$ cat src/rtl/uart_pkg.sv
// Shared definitions for the UART transmitter: FSM state encoding and
// the baud-divider computation used at elaboration.
package uart_pkg;

  typedef enum logic [1:0] {
    IDLE  = 2'd0,
    START = 2'd1,
    DATA  = 2'd2,
    STOP  = 2'd3
  } tx_state_t;

  // Clock cycles per line bit, truncated; clk_freq_mhz is in MHz.
  function automatic int clks_per_bit(input int clk_freq_mhz, input int baud);
    return (clk_freq_mhz * 1000000) / baud;
  endfunction

endpackage

$ cat src/rtl/uart_tx_fifo.sv
// Byte FIFO in front of the UART shifter. Pushes while full are ignored,
// even when a pop happens on the same edge.
module uart_tx_fifo #(
  parameter int DEPTH = 4
) (
  input  logic       clk,
  input  logic       rst,
  input  logic       push,
  input  logic [7:0] push_data,
  input  logic       pop,
  output logic [7:0] pop_data,
  output logic       full,
  output logic       empty
);

  localparam int AW = $clog2(DEPTH);
  localparam logic [AW:0] FULL_COUNT = (AW+1)'(DEPTH);

  if (DEPTH < 2 || (DEPTH & (DEPTH - 1)) != 0) begin : g_bad_depth
    $error("uart_tx_fifo: DEPTH must be a power of two and at least 2");
  end

  logic [7:0]    mem [DEPTH];
  logic [AW-1:0] wr_ptr;
  logic [AW-1:0] rd_ptr;
  logic [AW:0]   count;
  logic          do_push;
  logic          do_pop;

  assign full     = (count == FULL_COUNT);
  assign empty    = (count == '0);
  assign do_push  = push && !full;
  assign do_pop   = pop && !empty;
  assign pop_data = mem[rd_ptr];

  // Pointers wrap naturally because DEPTH is a power of two.
  always_ff @(posedge clk) begin
    if (rst) begin
      wr_ptr <= '0;
      rd_ptr <= '0;
      count  <= '0;
    end else begin
      if (do_push) wr_ptr <= wr_ptr + 1'b1;
      if (do_pop)  rd_ptr <= rd_ptr + 1'b1;
      case ({do_push, do_pop})
        2'b10:   count <= count + 1'b1;
        2'b01:   count <= count - 1'b1;
        default: ;
      endcase
    end
  end

  always_ff @(posedge clk) begin
    if (do_push) mem[wr_ptr] <= push_data;
  end

endmodule

$ cat src/rtl/uart_tx.sv
// Buffered 8N1 UART transmitter: byte FIFO feeding a start/data/stop
// shifter paced by a baud counter. The line output is registered.
module uart_tx
  import uart_pkg::*;
#(
  parameter int CLK_FREQ   = 27,
  parameter int BAUD       = 115200,
  parameter int FIFO_DEPTH = 4
) (
  input  logic       clk,
  input  logic       rst,
  input  logic [7:0] in_data,
  input  logic       in_valid,
  output logic       in_ready,
  output logic       tx,
  output logic       busy
);

  localparam int CLKS_PER_BIT = clks_per_bit(CLK_FREQ, BAUD);
  localparam int CW = (CLKS_PER_BIT > 1) ? $clog2(CLKS_PER_BIT) : 1;
  localparam logic [CW-1:0] LAST_TICK = CW'(CLKS_PER_BIT - 1);

  if (CLKS_PER_BIT < 2) begin : g_bad_baud
    $error("uart_tx: CLKS_PER_BIT must be at least 2");
  end

  tx_state_t     state;
  tx_state_t     state_next;
  logic [CW-1:0] baud_cnt;
  logic [2:0]    bit_cnt;
  logic [7:0]    shift;
  logic          tx_q;
  logic          bit_end;
  logic          push;
  logic          pop;
  logic [7:0]    fifo_data;
  logic          fifo_full;
  logic          fifo_empty;

  // Handshake: a byte transfers on a rising edge where in_valid && in_ready;
  // in_ready depends only on registered FIFO state and rst, never on in_valid.
  assign in_ready = !fifo_full && !rst;
  assign push     = in_valid && in_ready;
  assign bit_end  = (baud_cnt == LAST_TICK);
  assign busy     = (state != IDLE) || !fifo_empty;
  assign tx       = tx_q;

  uart_tx_fifo #(.DEPTH(FIFO_DEPTH)) u_fifo (
    .clk       (clk),
    .rst       (rst),
    .push      (push),
    .push_data (in_data),
    .pop       (pop),
    .pop_data  (fifo_data),
    .full      (fifo_full),
    .empty     (fifo_empty)
  );

  always_comb begin
    state_next = state;
    pop        = 1'b0;
    case (state)
      IDLE: begin
        if (!fifo_empty) begin
          pop        = 1'b1;
          state_next = START;
        end
      end
      START: if (bit_end) state_next = DATA;
      DATA:  if (bit_end && bit_cnt == 3'd7) state_next = STOP;
      STOP: begin
        if (bit_end) begin
          if (!fifo_empty) begin
            pop        = 1'b1;
            state_next = START;
          end else begin
            state_next = IDLE;
          end
        end
      end
      default: state_next = IDLE;
    endcase
  end

  // tx follows the state one cycle late, so every frame is exactly
  // 10 bit periods on the line and the stop bit is never cut short.
  always_ff @(posedge clk) begin
    if (rst) begin
      state    <= IDLE;
      baud_cnt <= '0;
      bit_cnt  <= '0;
      shift    <= '0;
      tx_q     <= 1'b1;
    end else begin
      state <= state_next;
      if (pop)                        shift <= fifo_data;
      else if (state == DATA && bit_end) shift <= {1'b0, shift[7:1]};
      if (pop)                        bit_cnt <= '0;
      else if (state == DATA && bit_end) bit_cnt <= bit_cnt + 1'b1;
      if (state == IDLE || bit_end)   baud_cnt <= '0;
      else                            baud_cnt <= baud_cnt + 1'b1;
      case (state)
        START:   tx_q <= 1'b0;
        DATA:    tx_q <= shift[0];
        default: tx_q <= 1'b1;
      endcase
    end
  end

endmodule
$ cat config.mk
export PLATFORM = sky130hd
export DESIGN_NAME = uart_tx
export DESIGN_NICKNAME = d
export VERILOG_FILES = /design/src/rtl/uart_pkg.sv /design/src/rtl/uart_tx_fifo.sv /design/src/rtl/uart_tx.sv
export SDC_FILE = /design/constraint.sdc
export NUM_CORES = 1
export LEC_CHECK = 0
export CAP_MARGIN = 25
export CORE_MARGIN = 4
export CORE_UTILIZATION = 30
export DETAILED_ROUTE_END_ITERATION = 10
export DONT_BUFFER_PORTS = 1
export GPL_TIMING_DRIVEN = 1
export PLACE_DENSITY = 0.51
export SYNTH_ARGS = -nofsm -noshare
export SYNTH_HDL_FRONTEND = slang
export SYNTH_SLANG_ARGS = --single-unit
$ cat constraint.sdc
create_clock -name clk -period 2.46 [get_ports clk]
set_input_delay 0.123 -clock clk [delete_from_list [all_inputs] [get_ports clk]]
set_output_delay 0.123 -clock clk [all_outputs]
set_load 0.01 [all_outputs]
==> results by group <==
Finish
  • Util after Layout: 37.21%
  • Area growth syn-to-layout: 19.53%
  • Final instance count without filler cells: 350
  • Share of post-route cells with drive strength above 1: 20.25%
  • Diode count: 0
  • Total Nets Final: 263

Drt
  • Via count: 1,654
  • Final wirelength: 4787 um
  • Residual DRC: 0
  • DRT Pass-1 Iters: 3
  • Vias/cell: 4.726
  • Initial drt markers: 62
  • ANT nets after route: 0
  • Avg WL per Cell: 13.68 um

Global route
  • Initial antenna violation count: 0
  • Largest net degree at the start of global routing: 27
  • First-pass GRT wire length: 8452 um
  • Grt ovf: 0
  • Vias in the first global route: 1,712
  • GRT Total Usage: 9.926%

CTS
  • Clk slew on worst S/H paths: 0.07 ns
  • CTS root buf: clkbuf_8
  • CTS tree: yes
  • Clock latency on the worst-skew pair: 0.34 ns
  • TritonCTS Sinks: 63
  • Total CTS buffers: 9
  • CTS Buffer Depth: 2
  • Hold Buf Count CTS: 15
  • Max H-tree Level: 3

Timing
  • Hold WS: -0.1616 ns
  • Fin crit share: 96.28%
  • Slew Viols, Final: 0
  • Max_slew headroom: 50.67%
  • Min cycle time layout: 2.369 ns
  • Unrepaired setup endpoints after global routing: yes
  • Worst-Margin Slew: 0.7378 ns
  • Final Skew: 0.008311 ns
  • Final hold viol count: 16
  • Final setup vio count: 0
  • Peak Freq: 422.2 MHz

Pwr
  • Max IR drop VDD: 0.4080 mV
  • Pwr dens: 997.9 nW/um^2
  • LEAKAGE: 1.215 nW

Setup path
  • Crit path kind: reg2reg
  • CP arrival: 2.65 ns
  • Critical-path maximum fanout: 2
  • Crit path launch type: flip-flop
  • Setup crit end kind: flip-flop
  • Worst Path Required: 2.74 ns

Yosys
  • Yosys reg bits: 63
  • Mapped Area: 2741 um^2
  • Syn nets: 234
  • Distinct cell type count of the synthesized netlist: 43
  • Ys Warns: 0
  • Syn Area/Cell: 13.18 um^2
  • Sequential area share after synthesis: 57.69%
  • Area contributors post-synth: edfxtp_1, dfxtp_1, mux4_2
  • Top cell type's share of synthesized area: 35.05%
  • Syn Inst Count: 208
  • Leading area contributor after synthesis: edfxtp_1

Flow run
  • Max capacitance violation total: 0

Status
  • Status: complete, but fails checks
  • Failing checks: hold timing

Floorplan
  • Rows: 34
  • Floorplan core area: 8806 um^2
  • Die area: 10,730 um^2
  • Die Width: 103.6 um
  • Initial Utilization: 31.13%
  • Die height: 103.6 um
  • Top Ports: 14

Place
  • Inst Count DP: 318
  • Final Wtd Congestion: 0.7677
  • PortBufs: 0
  • Final HPWL DP: 3295 um

Hold path
  • Hold WC Path Type: in2reg
## layout make-up
type | count | area [um^2]
clock buffers | 9 | 123.9
clock inverters | 7 | 56.30
fillers | 849 | 5529
inverters | 11 | 41.29
flip-flops and latches | 63 | 1585
multi-input cells | 125 | 1095
well taps | 108 | 135.1
repair buffers | 27 | 240.2
## registers in the layout, indices dropped and copies added (netlist names), named ones only
register,flops
u_fifo.count,3
bit_cnt,3
baud_cnt,8
u_fifo.rd_ptr,2
u_fifo.mem,32
u_fifo.wr_ptr,2
tx,1
state,2
shift,8
## Yosys cell counts (all sizes together)
| cell | number |
|---|---|
| nand4 | 3 |
| fa | 1 |
| nor3 | 12 |
| or3 | 2 |
| a221oi | 1 |
| nand4b | 1 |
| nand2b | 1 |
| nand2 | 2 |
| dfxtp | 31 |
| a31oi | 1 |
| mux2i | 11 |
| or4 | 1 |
| inv | 11 |
| o2111ai | 1 |
| xor2 | 6 |
| nor2 | 13 |
| nand3 | 3 |
| edfxtp | 32 |
| mux4 | 8 |
| or2 | 2 |
| nor2b | 3 |
| o211ai | 1 |
| o21ai | 3 |
| and3b | 1 |
| nand3b | 1 |
| ha | 14 |
| a211oi | 8 |
| xnor2 | 4 |
| or3b | 1 |
| a21oi | 6 |
| and2 | 5 |
| o31ai | 4 |
| clkbuf | 5 |
| and4b | 1 |
| and3 | 3 |
| buf | 4 |
| o22ai | 1 |
## power breakdown
group          internal, W  leakage [nW]  switching (W)
registers          0.00125         0.544       0.000118
clock network     0.000375        0.0902       0.000431
logic             0.000562         0.580       0.000536
## worst max-delay path: stages, from the launching register on
cell     delay [ns]
dfxtp_2        0.32
inv_1          0.04
ha_1           0.17
and4b_2        0.27
a31oi_4        0.17
or2_1          0.16
inv_2          0.06
ha_4           0.17
fa_2           0.37
xnor2_2        0.15
or3_1          0.32
a21oi_2        0.11
## cell usage in the layout (no fill, tap or decap), types with 2 or more instances in the layout
cell / Yosys / final
clkinv_4: 0 / 3
and2_1: 5 / 5
buf_4: 2 / 12
o31ai_1: 4 / 4
nor2b_1: 3 / 3
a21oi_1: 6 / 5
ha_1: 14 / 13
xnor2_1: 4 / 3
mux4_2: 8 / 8
a211oi_1: 7 / 7
and3_1: 3 / 3
dlygate4sd3_1: 0 / 15
clkbuf_8: 0 / 9
inv_1: 11 / 10
nand4_1: 3 / 3
or3_1: 2 / 2
mux2i_1: 11 / 11
nand2_1: 2 / 2
xor2_1: 6 / 6
nand3_1: 3 / 3
dfxtp_2: 0 / 3
nor3_1: 12 / 12
inv_6: 0 / 2
o21ai_0: 2 / 2
edfxtp_1: 32 / 32
nor2_1: 13 / 13
dfxtp_1: 31 / 28
## path summary, 6_finish.rpt
kind	from	endpoint	slack [ns]	depth (start not counted)
min	rst	u_fifo.count[2]	-0.16	1
max reg2reg	baud_cnt[1]	u_fifo.count[2]	0.09	11
max	baud_cnt[1]	u_fifo.count[2]	0.09	11
min reg2reg	u_fifo.rd_ptr[1]	flip-flop	0.49	2
## metrics by stage
stage | total power, W | worst slack, ns | setup TNS (ns) | area, um^2 | hold WS, ns
finish | 0.003270 | 0.09147 | 0 | 3277 | -0.1616
detailed placement | 0.002357 | 0.02246 | 0 | 2912 | 0.1996
CTS | 0.003269 | 0.001024 | 0 | 3242 | -0.1788
global placement | 0.002348 | 0.1037 | 0 | 2912 | 0.1955
floorplan | 0.002108 | 0.007112 | 0 | 2745 | 0.2219
global route | 0.003534 | -0.02721 | -0.02721 | 3277 | -0.1887
## cell families (layout without fill, tap and decap cells)
| group | Yosys count | count (layout) | synth area share, % |
|---|---|---|---|
| DFF | 63 | 63 | 57.69 |
| and+or+nand+nor | 55 | 55 | 11.00 |
| AOI/OAI and AO/OA | 26 | 26 | 7.029 |
| buffers and inverters | 20 | 54 | 3.377 |
| muxes | 19 | 19 | 10.59 |
| adders and majority gates | 15 | 15 | 7.120 |
| xor gates and xnor gates | 10 | 10 | 3.195 |
## metal layers
metal,share of wire (%),vias to the layer above,routed length (um),global-route usage [%]
met5,0,-,0,0
met4,1.7,0,80,3.989
met3,3.6,9,174,3.794
met2,45,24,2164,14.77
met1,49,794,2368,13.03
li1,-,827,-,-
## what timing repair did
action,CTS,global route
endpoints found under the hold margin,55,16
gates resized for setup,0,8
setup buffers,0,1
endpoints found under the setup margin,0,3
(Power assumes the default switching activity.)
